File: config.mk
export PLATFORM = sky130hd
export DESIGN_NAME = rom_req_arbiter
export DESIGN_NICKNAME = d
export VERILOG_FILES = /design/src/rtl/rom_req_arbiter.sv
export SDC_FILE = /design/constraint.sdc
export NUM_CORES = 1
export LEC_CHECK = 0
export ABC_AREA = 1
export ABC_CLOCK_PERIOD_IN_PS = 1700
export CAP_MARGIN = 20
export CORE_MARGIN = 2
export CORE_UTILIZATION = 37
export CTS_BUF_LIST = sky130_fd_sc_hd__clkbuf_8
export DETAILED_ROUTE_END_ITERATION = 8
export GPL_TIMING_DRIVEN = 0
export PLACE_DENSITY_LB_ADDON = 0.12
export SETUP_SLACK_MARGIN = 0.2
export SYNTH_ARGS = -nofsm -noshare
export SYNTH_HDL_FRONTEND = slang
export SYNTH_SLANG_ARGS = --single-unit
File: constraint.sdc
create_clock -name clk -period 1.7 [get_ports clk]
set_input_delay 0.34 -clock clk [delete_from_list [all_inputs] [get_ports clk]]
set_output_delay 0.34 -clock clk [all_outputs]
set_load 0.03 [all_outputs]
File: src/rtl/rom_req_arbiter.sv
// Round-robin arbiter that funnels per-layer single-word ROM read requests
// onto one SDRAM read port, with a per-transaction timeout.
module rom_req_arbiter #(
    parameter int unsigned NPORT = 4,
    parameter int unsigned AW    = 25,
    parameter int unsigned DW    = 16,
    parameter int unsigned TMO   = 255
) (
    input  logic                clk,
    input  logic                RESETn,
    input  logic [NPORT-1:0]    req,
    input  logic [NPORT*AW-1:0] req_addr,
    output logic [NPORT-1:0]    rdy,
    output logic [DW-1:0]       rdata,
    output logic                mem_req,
    output logic [AW-1:0]       mem_addr,
    input  logic                mem_ack,
    input  logic [DW-1:0]       mem_data,
    output logic [7:0]          tmo_cnt
);

    localparam int unsigned PW = (NPORT > 1) ? $clog2(NPORT) : 1;

    typedef enum logic [1:0] {StIdle, StWait, StDone} state_e;

    state_e           state;
    logic [NPORT-1:0] pending;
    logic [AW-1:0]    addr_q [NPORT];
    logic [PW-1:0]    last;
    logic [PW-1:0]    cur;
    logic [PW-1:0]    pick;
    logic [PW-1:0]    pidx;
    logic             pick_vld;
    logic [7:0]       wait_cnt;

    // Search starts at the port after the last grant and wraps.
    always_comb begin
        pick     = '0;
        pidx     = '0;
        pick_vld = 1'b0;
        for (int unsigned i = 1; i <= NPORT; i++) begin
            pidx = PW'((32'(last) + i) % NPORT);
            if (!pick_vld && pending[pidx]) begin
                pick     = pidx;
                pick_vld = 1'b1;
            end
        end
    end

    always_ff @(posedge clk) begin
        if (!RESETn) begin
            state    <= StIdle;
            pending  <= '0;
            last     <= PW'(NPORT - 1);
            cur      <= '0;
            rdy      <= '0;
            rdata    <= '0;
            mem_req  <= 1'b0;
            mem_addr <= '0;
            tmo_cnt  <= '0;
            wait_cnt <= '0;
            for (int unsigned i = 0; i < NPORT; i++) begin
                addr_q[i] <= '0;
            end
        end else begin
            mem_req <= 1'b0;
            rdy     <= '0;

            // A request landing on the grant edge keeps its port pending with the new address.
            for (int unsigned i = 0; i < NPORT; i++) begin
                if (req[i]) begin
                    pending[i] <= 1'b1;
                    addr_q[i]  <= req_addr[i*AW +: AW];
                end else if (state == StIdle && pick_vld && pick == PW'(i)) begin
                    pending[i] <= 1'b0;
                end
            end

            case (state)
                StIdle: begin
                    if (pick_vld) begin
                        cur      <= pick;
                        last     <= pick;
                        mem_addr <= addr_q[pick];
                        mem_req  <= 1'b1;
                        wait_cnt <= '0;
                        state    <= StWait;
                    end
                end
                StWait: begin
                    if (mem_ack) begin
                        rdata <= mem_data;
                        rdy   <= NPORT'(1) << cur;
                        state <= StDone;
                    end else if (wait_cnt == 8'(TMO - 1)) begin
                        state <= StIdle;
                        if (tmo_cnt != 8'hff) begin
                            tmo_cnt <= tmo_cnt + 8'd1;
                        end
                    end else begin
                        wait_cnt <= wait_cnt + 8'd1;
                    end
                end
                StDone:  state <= StIdle;
                default: state <= StIdle;
            endcase
        end
    end

endmodule

==> results of run 1 <==
[flip-flops by register name, indices dropped and copies added (netlist names), 4 cells and up]
| signal | flops |
|---|---|
| addr_q | 100 |
| mem_addr | 25 |
| pending | 4 |
| rdata | 16 |
| rdy | 4 |
| tmo_cnt | 8 |
| wait_cnt | 8 |
[kinds of logic (layout without fill, tap and decap cells)]
kind of cell	Yosys count	in the layout	share of synthesized area, %
AOI/OAI and AO/OA	65	65	4.494
xor gates and xnor gates	4	4	0.4577
adders and majority gates	3	3	0.4903
buffers and inverters	178	428	10.02
DFF	172	172	58.05
and+or+nand+nor	474	474	26.49
[where the power goes]
group / switching, µW / internal, µW
clock network: 1510 / 1280
registers: 301 / 5040
logic: 6790 / 4810
total: 8600 / 11100
[final timing paths]
path | slack [ns] | startpoint | to | cells after the start
setup / recovery | -0.40 | last[0] | mem_addr[22] | 18
hold / removal | 0.37 | RESETn | state[1] | 3
setup reg to reg | -0.40 | last[0] | mem_addr[22] | 18
hold reg to reg | 0.47 | cur[0] | rdy[0] | 1
[cell type report]
| cell class | count | area [µm²] |
|---|---|---|
| fill | 1938 | 9215 |
| buffer | 44 | 404.1 |
| timing repair buffer | 218 | 2107 |
| sequential | 172 | 4464 |
| multi-input combinational | 546 | 2884 |
| clock inverter | 15 | 132.6 |
| inverter | 134 | 520.5 |
| tap | 270 | 337.8 |
| clock buffer | 17 | 234.0 |
[critical path, stage by stage, from the launching register on]
cell and delay [ns]:
dfxtp_2 0.33, buf_6 0.11, inv_4 0.04, buf_8 0.13
nand2_2 0.05, nand2_2 0.07, nand2_4 0.10, nand2_4 0.06
nor2_4 0.13, nand3_2 0.10, nor2_4 0.13, nor2_4 0.05
buf_12 0.13, nor2_4 0.17, clkbuf_16 0.20, nand2_1 0.05
nand2_1 0.06, nor2_1 0.05, nor2_1 0.07
[timing repair]
| action | 4_1_cts | 5_1_grt |
|---|---|---|
| resized for setup | 289 | 90 |
| endpoints found under the setup margin | 173 | 107 |
| buffers inserted | 32 | 8 |
| pin swaps | 30 | 22 |
| gates cloned | 2 | 1 |
[per-stage QoR]
step | hold WS, ns | cell area (µm²)
floorplan | 0.4261 | 7797
global placement | 0.4491 | 9887
detailed placement | 0.4530 | 9887
CTS | 0.3464 | 10870
global route | 0.3984 | 11080
finish | 0.3682 | 11080
[placed cells by master, fill, tap and decap left out, types with 3 or more instances in the layout]
master	netlist	final
a21oi_1	10	7
a21oi_2	0	3
buf_12	0	7
buf_2	8	22
buf_4	7	33
buf_6	8	21
buf_8	0	5
clkbuf_1	20	5
clkbuf_2	0	16
clkbuf_8	0	17
clkdlybuf4s15_2	0	26
clkdlybuf4s50_1	0	121
clkinv_2	0	4
clkinv_4	0	3
dfxtp_1	72	60
dfxtp_2	0	10
edfxtp_1	100	100
inv_1	127	122
inv_2	5	10
inv_4	1	3
nand2_1	113	84
nand2_2	12	23
nand2_4	0	17
nand3_1	117	100
nand3_2	0	15
nand4_1	7	7
nor2_1	211	197
nor2_2	2	9
nor2_4	4	11
o211ai_1	4	4
o21ai_0	42	36
o21ai_1	6	7
o21ai_2	0	3
[layer usage]
layer	GRT usage, %	share of wire [%]
met5	0	0.069
met4	7.429	2.2
met3	4.136	5.5
met2	36.58	50
met1	26.48	42
==> flow_summary.yaml, run 1 <==
cts:
  htree_levels: 4
  clk_pin_slew_ns: 0.09
  cts_tree: "done"
  root_buffer: "clkbuf_8"
  clock-sinks: 172
  holdBufCountCts: 0
  numCtsBuffers: 17
  cts_buffer_depth: 2
  clk_latency_ns: 0.47
synthesis:
  yosys.cell_count.top_type: "nor2_1"
  ys.flop_type: "edfxtp_1"
  yosysWarnings: 0
  ys_ff_latch: 172
  ys_types: 30
  syn-num-nets: 1022
  yosys-top-cells-count: "211 x nor2_1, 127 x inv_1, 117 x nand3_1, 113 x nand2_1, 100 x edfxtp_1"
  synth_area_leader_cell: "edfxtp_1"
  synth_seq_area_share_pct: 58.05
  synth_top_area_share_pct: 39.22
  avgSynthCellArea_um2: 8.545
  synth_edf_count: 100
  async_flop_share_pct: 0
  synth_area_um2: 7656
  syn-instance-count: 896
  synth.top_cells.by_area: "edfxtp_1 39%, dfxtp_1 19%, nor2_1 10%, nand3_1 7.6%, inv_1 6.2%"
grt:
  grt_first_pass_wirelength_mm: 34.89
  grt_pass1_vias: 6500
  antenna_found_initial: 1
  grt_util_all_layers_pct: 21.15
  overflow: 0
  grt_max_degree: 26
timing:
  clock_skew_ns: 0.01353
  min_period_over_period_pct: 123.4
  setup_viol: 43
  tns_ns: -12.51
  setup_ws_ns: -0.3979
  worst_pin_slew_ns: 0.7269
  fmax_ghz: 0.4767
  finalHoldViolCount: 0
  maxSlewViolCount: 0
  relSlewSlack_pct: 51.54
  fin_crit_ns: 2.098
  rsz0062_at_grt: "true"
setup_path:
  cp.arrival_ns: 2.50
  worstPathRequired_ns: 2.11
  crit_path_start_kind: "flip-flop"
  critPathKind: "reg -> reg"
  crit_path_max_fanout: 7
  worst_setup_path_end_kind: "flip-flop"
power:
  leakage_uw: 0.005017
  irDropWorstVdd_mv: 1.256
  power.density_nw_per_um2: 1780
  power.total_uw: 19730
routing:
  wirelength_mm: 23.17
  drt-pass1-iter-count: 5
  routedWlPerCell_um: 16.36
  remaining_drc_errors: 0
  drtIter0Drc: 433
  ant_nets: 0
  routed_via_density: 4.706
  routed-via-count: 6663
cells_and_area:
  layout.nets: 1259
  finalCoreUtilization_pct: 54.60
  layout-drive-gt1-share_pct: 24.87
  diodes: 0
  stdcell_count: 1416
  syn2layout_area_growth_pct: 44.78
run:
  cap_violations: 0
floorplan:
  die_w_um: 147.8
  coreArea_um2: 20300
  io_pins: 177
  start_util_pct: 37.72
  die-area_um2: 21860
  die_h_um: 147.8
  num_rows: 52
placed_design:
  pre_cts_slack_ns: -0.5581
  io_buffers: 175
  place.gp.congestion: 0.7801
  dp.cells: 1341
  place_hpwl_mm: 15.56
outcome:
  violations: "setup timing"
  status: "finished, violations left"
min_path:
  hp-class: "in -> reg"
No activity file was read; power rests on OpenSTA's default activity.
==> run 2, diff against run 1 <==
Settings changed: PLACE_DENSITY_LB_ADDON 0.12 to default.
==> run 2 against run 1 <==
The run still ends with setup timing left. Non-clock buffer count up 6. Final cell count up 0.49%. Maximum frequency up 0.36%. Largest cell class unchanged. Largest power group unchanged.
==> flow_summary.yaml, run 2 (synthesized netlist as in run 1, its figures left out) <==
setup_path:
  crit_path_start_kind: "flip-flop"
  crit_path_max_fanout: 7
  rr_startpoint: "last[0]"
  critPathKind: "reg -> reg"
  cp.arrival_ns: 2.49
  crit_start: "last[0]"
  worstPathRequired_ns: 2.10
  worst_setup_path_end_kind: "flip-flop"
cells_and_area:
  layout-drive-gt1-share_pct: 25.61
  fillCellCount: 1899
  mostFrequentLayoutCells: "198 x nor2_1, 121 x clkdlybuf4s50_1, 120 x inv_1"
  multi_input_area_um2: 2897
  top_regs: "addr_q: 100 flops, mem_addr: 25 flops, rdata: 16 flops"
  largest_register: "addr_q"
  final_common_cell: "nor2_1"
  layout.nets: 1265
  syn2layout_area_growth_pct: 46.30
  largest_reg_flops: 100
  seq_area_um2: 4467
  finalCoreUtilization_pct: 55.18
power:
  power.density_nw_per_um2: 1806
  power.total_uw: 20230
  power_frac_seq_pct: 26.5
  p_int_uw: 11450
  p_switching_uw: 8783
  irDropWorstVdd_mv: 1.480
  switching_share_pct: 43.41
  leakage_uw: 0.005068
  p_clk_share_pct: 15.4
  combPwrFrac_pct: 58.1
timing:
  worst_pin_slew_ns: 0.8333
  fin_crit_ns: 2.090
  min_period_over_period_pct: 123.0
  fmax_ghz: 0.4784
  maxSlewViolCount: 0
  relSlewSlack_pct: 44.45
  finalHoldViolCount: 0
  clock_skew_ns: 0.01378
  rsz0062_at_grt: "true"
  setup_viol: 62
  setup_ws_ns: -0.3903
routing:
  routed-via-count: 6789
  ant_nets: 0
  drt-pass1-iter-count: 6
  routedWlPerCell_um: 16.79
  routed_via_density: 4.771
  drtIter0Drc: 534
  wirelength_mm: 23.89
  remaining_drc_errors: 0
floorplan:
  coreArea_um2: 20300
  die-area_um2: 21860
  start_util_pct: 37.72
  io_pins: 177
  die_h_um: 147.8
  die_w_um: 147.8
  num_rows: 52
cts:
  holdBufCountCts: 0
  clock-sinks: 172
  numCtsBuffers: 17
  cts_tree: "done"
  clk_latency_ns: 0.46
  root_buffer: "clkbuf_8"
  htree_levels: 4
  cts_buffer_depth: 2
  clk_pin_slew_ns: 0.10
placed_design:
  pre_cts_slack_ns: -0.6482
  place_hpwl_mm: 15.85
  io_buffers: 175
  place.gp.congestion: 0.8361
outcome:
  status: "finished, violations left"
  violations: "setup timing"
grt:
  grt_pass1_vias: 6570
  grt_max_degree: 26
  grt_util_all_layers_pct: 21.58
  grt_first_pass_wirelength_mm: 35.78
  overflow: 0
  antenna_found_initial: 1
min_path:
  min-delay-start: "RESETn"
  hp-class: "in -> reg"
run:
  cap_violations: 0
[run 2: cell types whose count changed in the layout (fill, tap and decap cells not counted), moves of 3 or more]
cell	change
clkbuf_2	-10
buf_4	+5
clkbuf_1	+4
nand2_1	-4
nand2_2	+3
nand3_1	+3
[run 2: stage by stage]
step	setup TNS, ns	instances	area [µm²]	hold slack [ns]
floorplan	-3.945	896	7797	0.4261
global placement	-64.93	1341	9887	0.4544
detailed placement	-67.09	1341	9887	0.4542
CTS	-14.52	1412	10940	0.4317
global route	-23.36	1423	11200	0.4223
finish	-16.35	1423	11200	0.4396
[run 2: final cells by class]
type	instances	share of cell area, %
Timing Repair Buffer	224	19.22
Buffer	44	3.608
Clock buffer	19	2.335
Antenna cell	1	0.02234
Inverter	134	4.602
Clock inverter	13	1.452
Sequential cell	172	39.88
Tap cell	270	3.016
Multi-Input combinational cell	546	25.86
[run 2: routing by layer]
metal / part of all wire, % / vias up / GRT usage, %
met5: 0 / - / 0
met4: 2.7 / 0 / 7.238
li1: - / 3339 / -
met2: 50 / 236 / 36.37
met3: 5.8 / 40 / 4.198
met1: 42 / 3174 / 27.99
[run 2: critical path: stages (launching register included)]
cell      delay [ns]
dfxtp_2         0.33
buf_6           0.11
inv_4           0.04
buf_8           0.13
nand2_4         0.06
nand2_4         0.07
nand2_4         0.07
nand2_4         0.06
nor2_4          0.16
nand3b_1        0.14
nand2_2         0.10
nor2_4          0.04
buf_12          0.13
nor2_4          0.16
buf_6           0.17
nand2_2         0.05
nand2_2         0.08
nor2_1          0.04
nor2_1          0.08
[run 2: power groups by stage]
stage / combinational (µW) / sequential [µW] / clock [µW]
after floorplan: 5320 / 5950 / 0
after global placement: 8880 / 5420 / 0
after detailed placement: 8940 / 5420 / 0
after CTS: 11000 / 5350 / 3140
after global routing: 12500 / 5430 / 3300
final: 11800 / 5360 / 3120
[run 2: worst paths after layout]
kind | end | slack, ns | cells after the start
worst max-delay path | mem_addr[0] | -0.39 | 18
worst max register to register | mem_addr[0] | -0.39 | 18
worst min-delay path | state[1] | 0.44 | 3
worst min register to register | rdy[0] | 0.48 | 1
[run 2: timing repair]
item                       4_1_cts  5_1_grt
pin swaps                       32       30
setup endpoints to repair      152      119
gates resized for setup        277      110
setup buffers                   36        9
cloned                           3        1
hold endpoints to repair         0        0
==> run 3, diff against run 2 <==
Settings changed: CTS_CLUSTER_SIZE from default to 12.
==> results of run 3 <==
The final DEF is identical to that of run 2; final timing and power are the same.
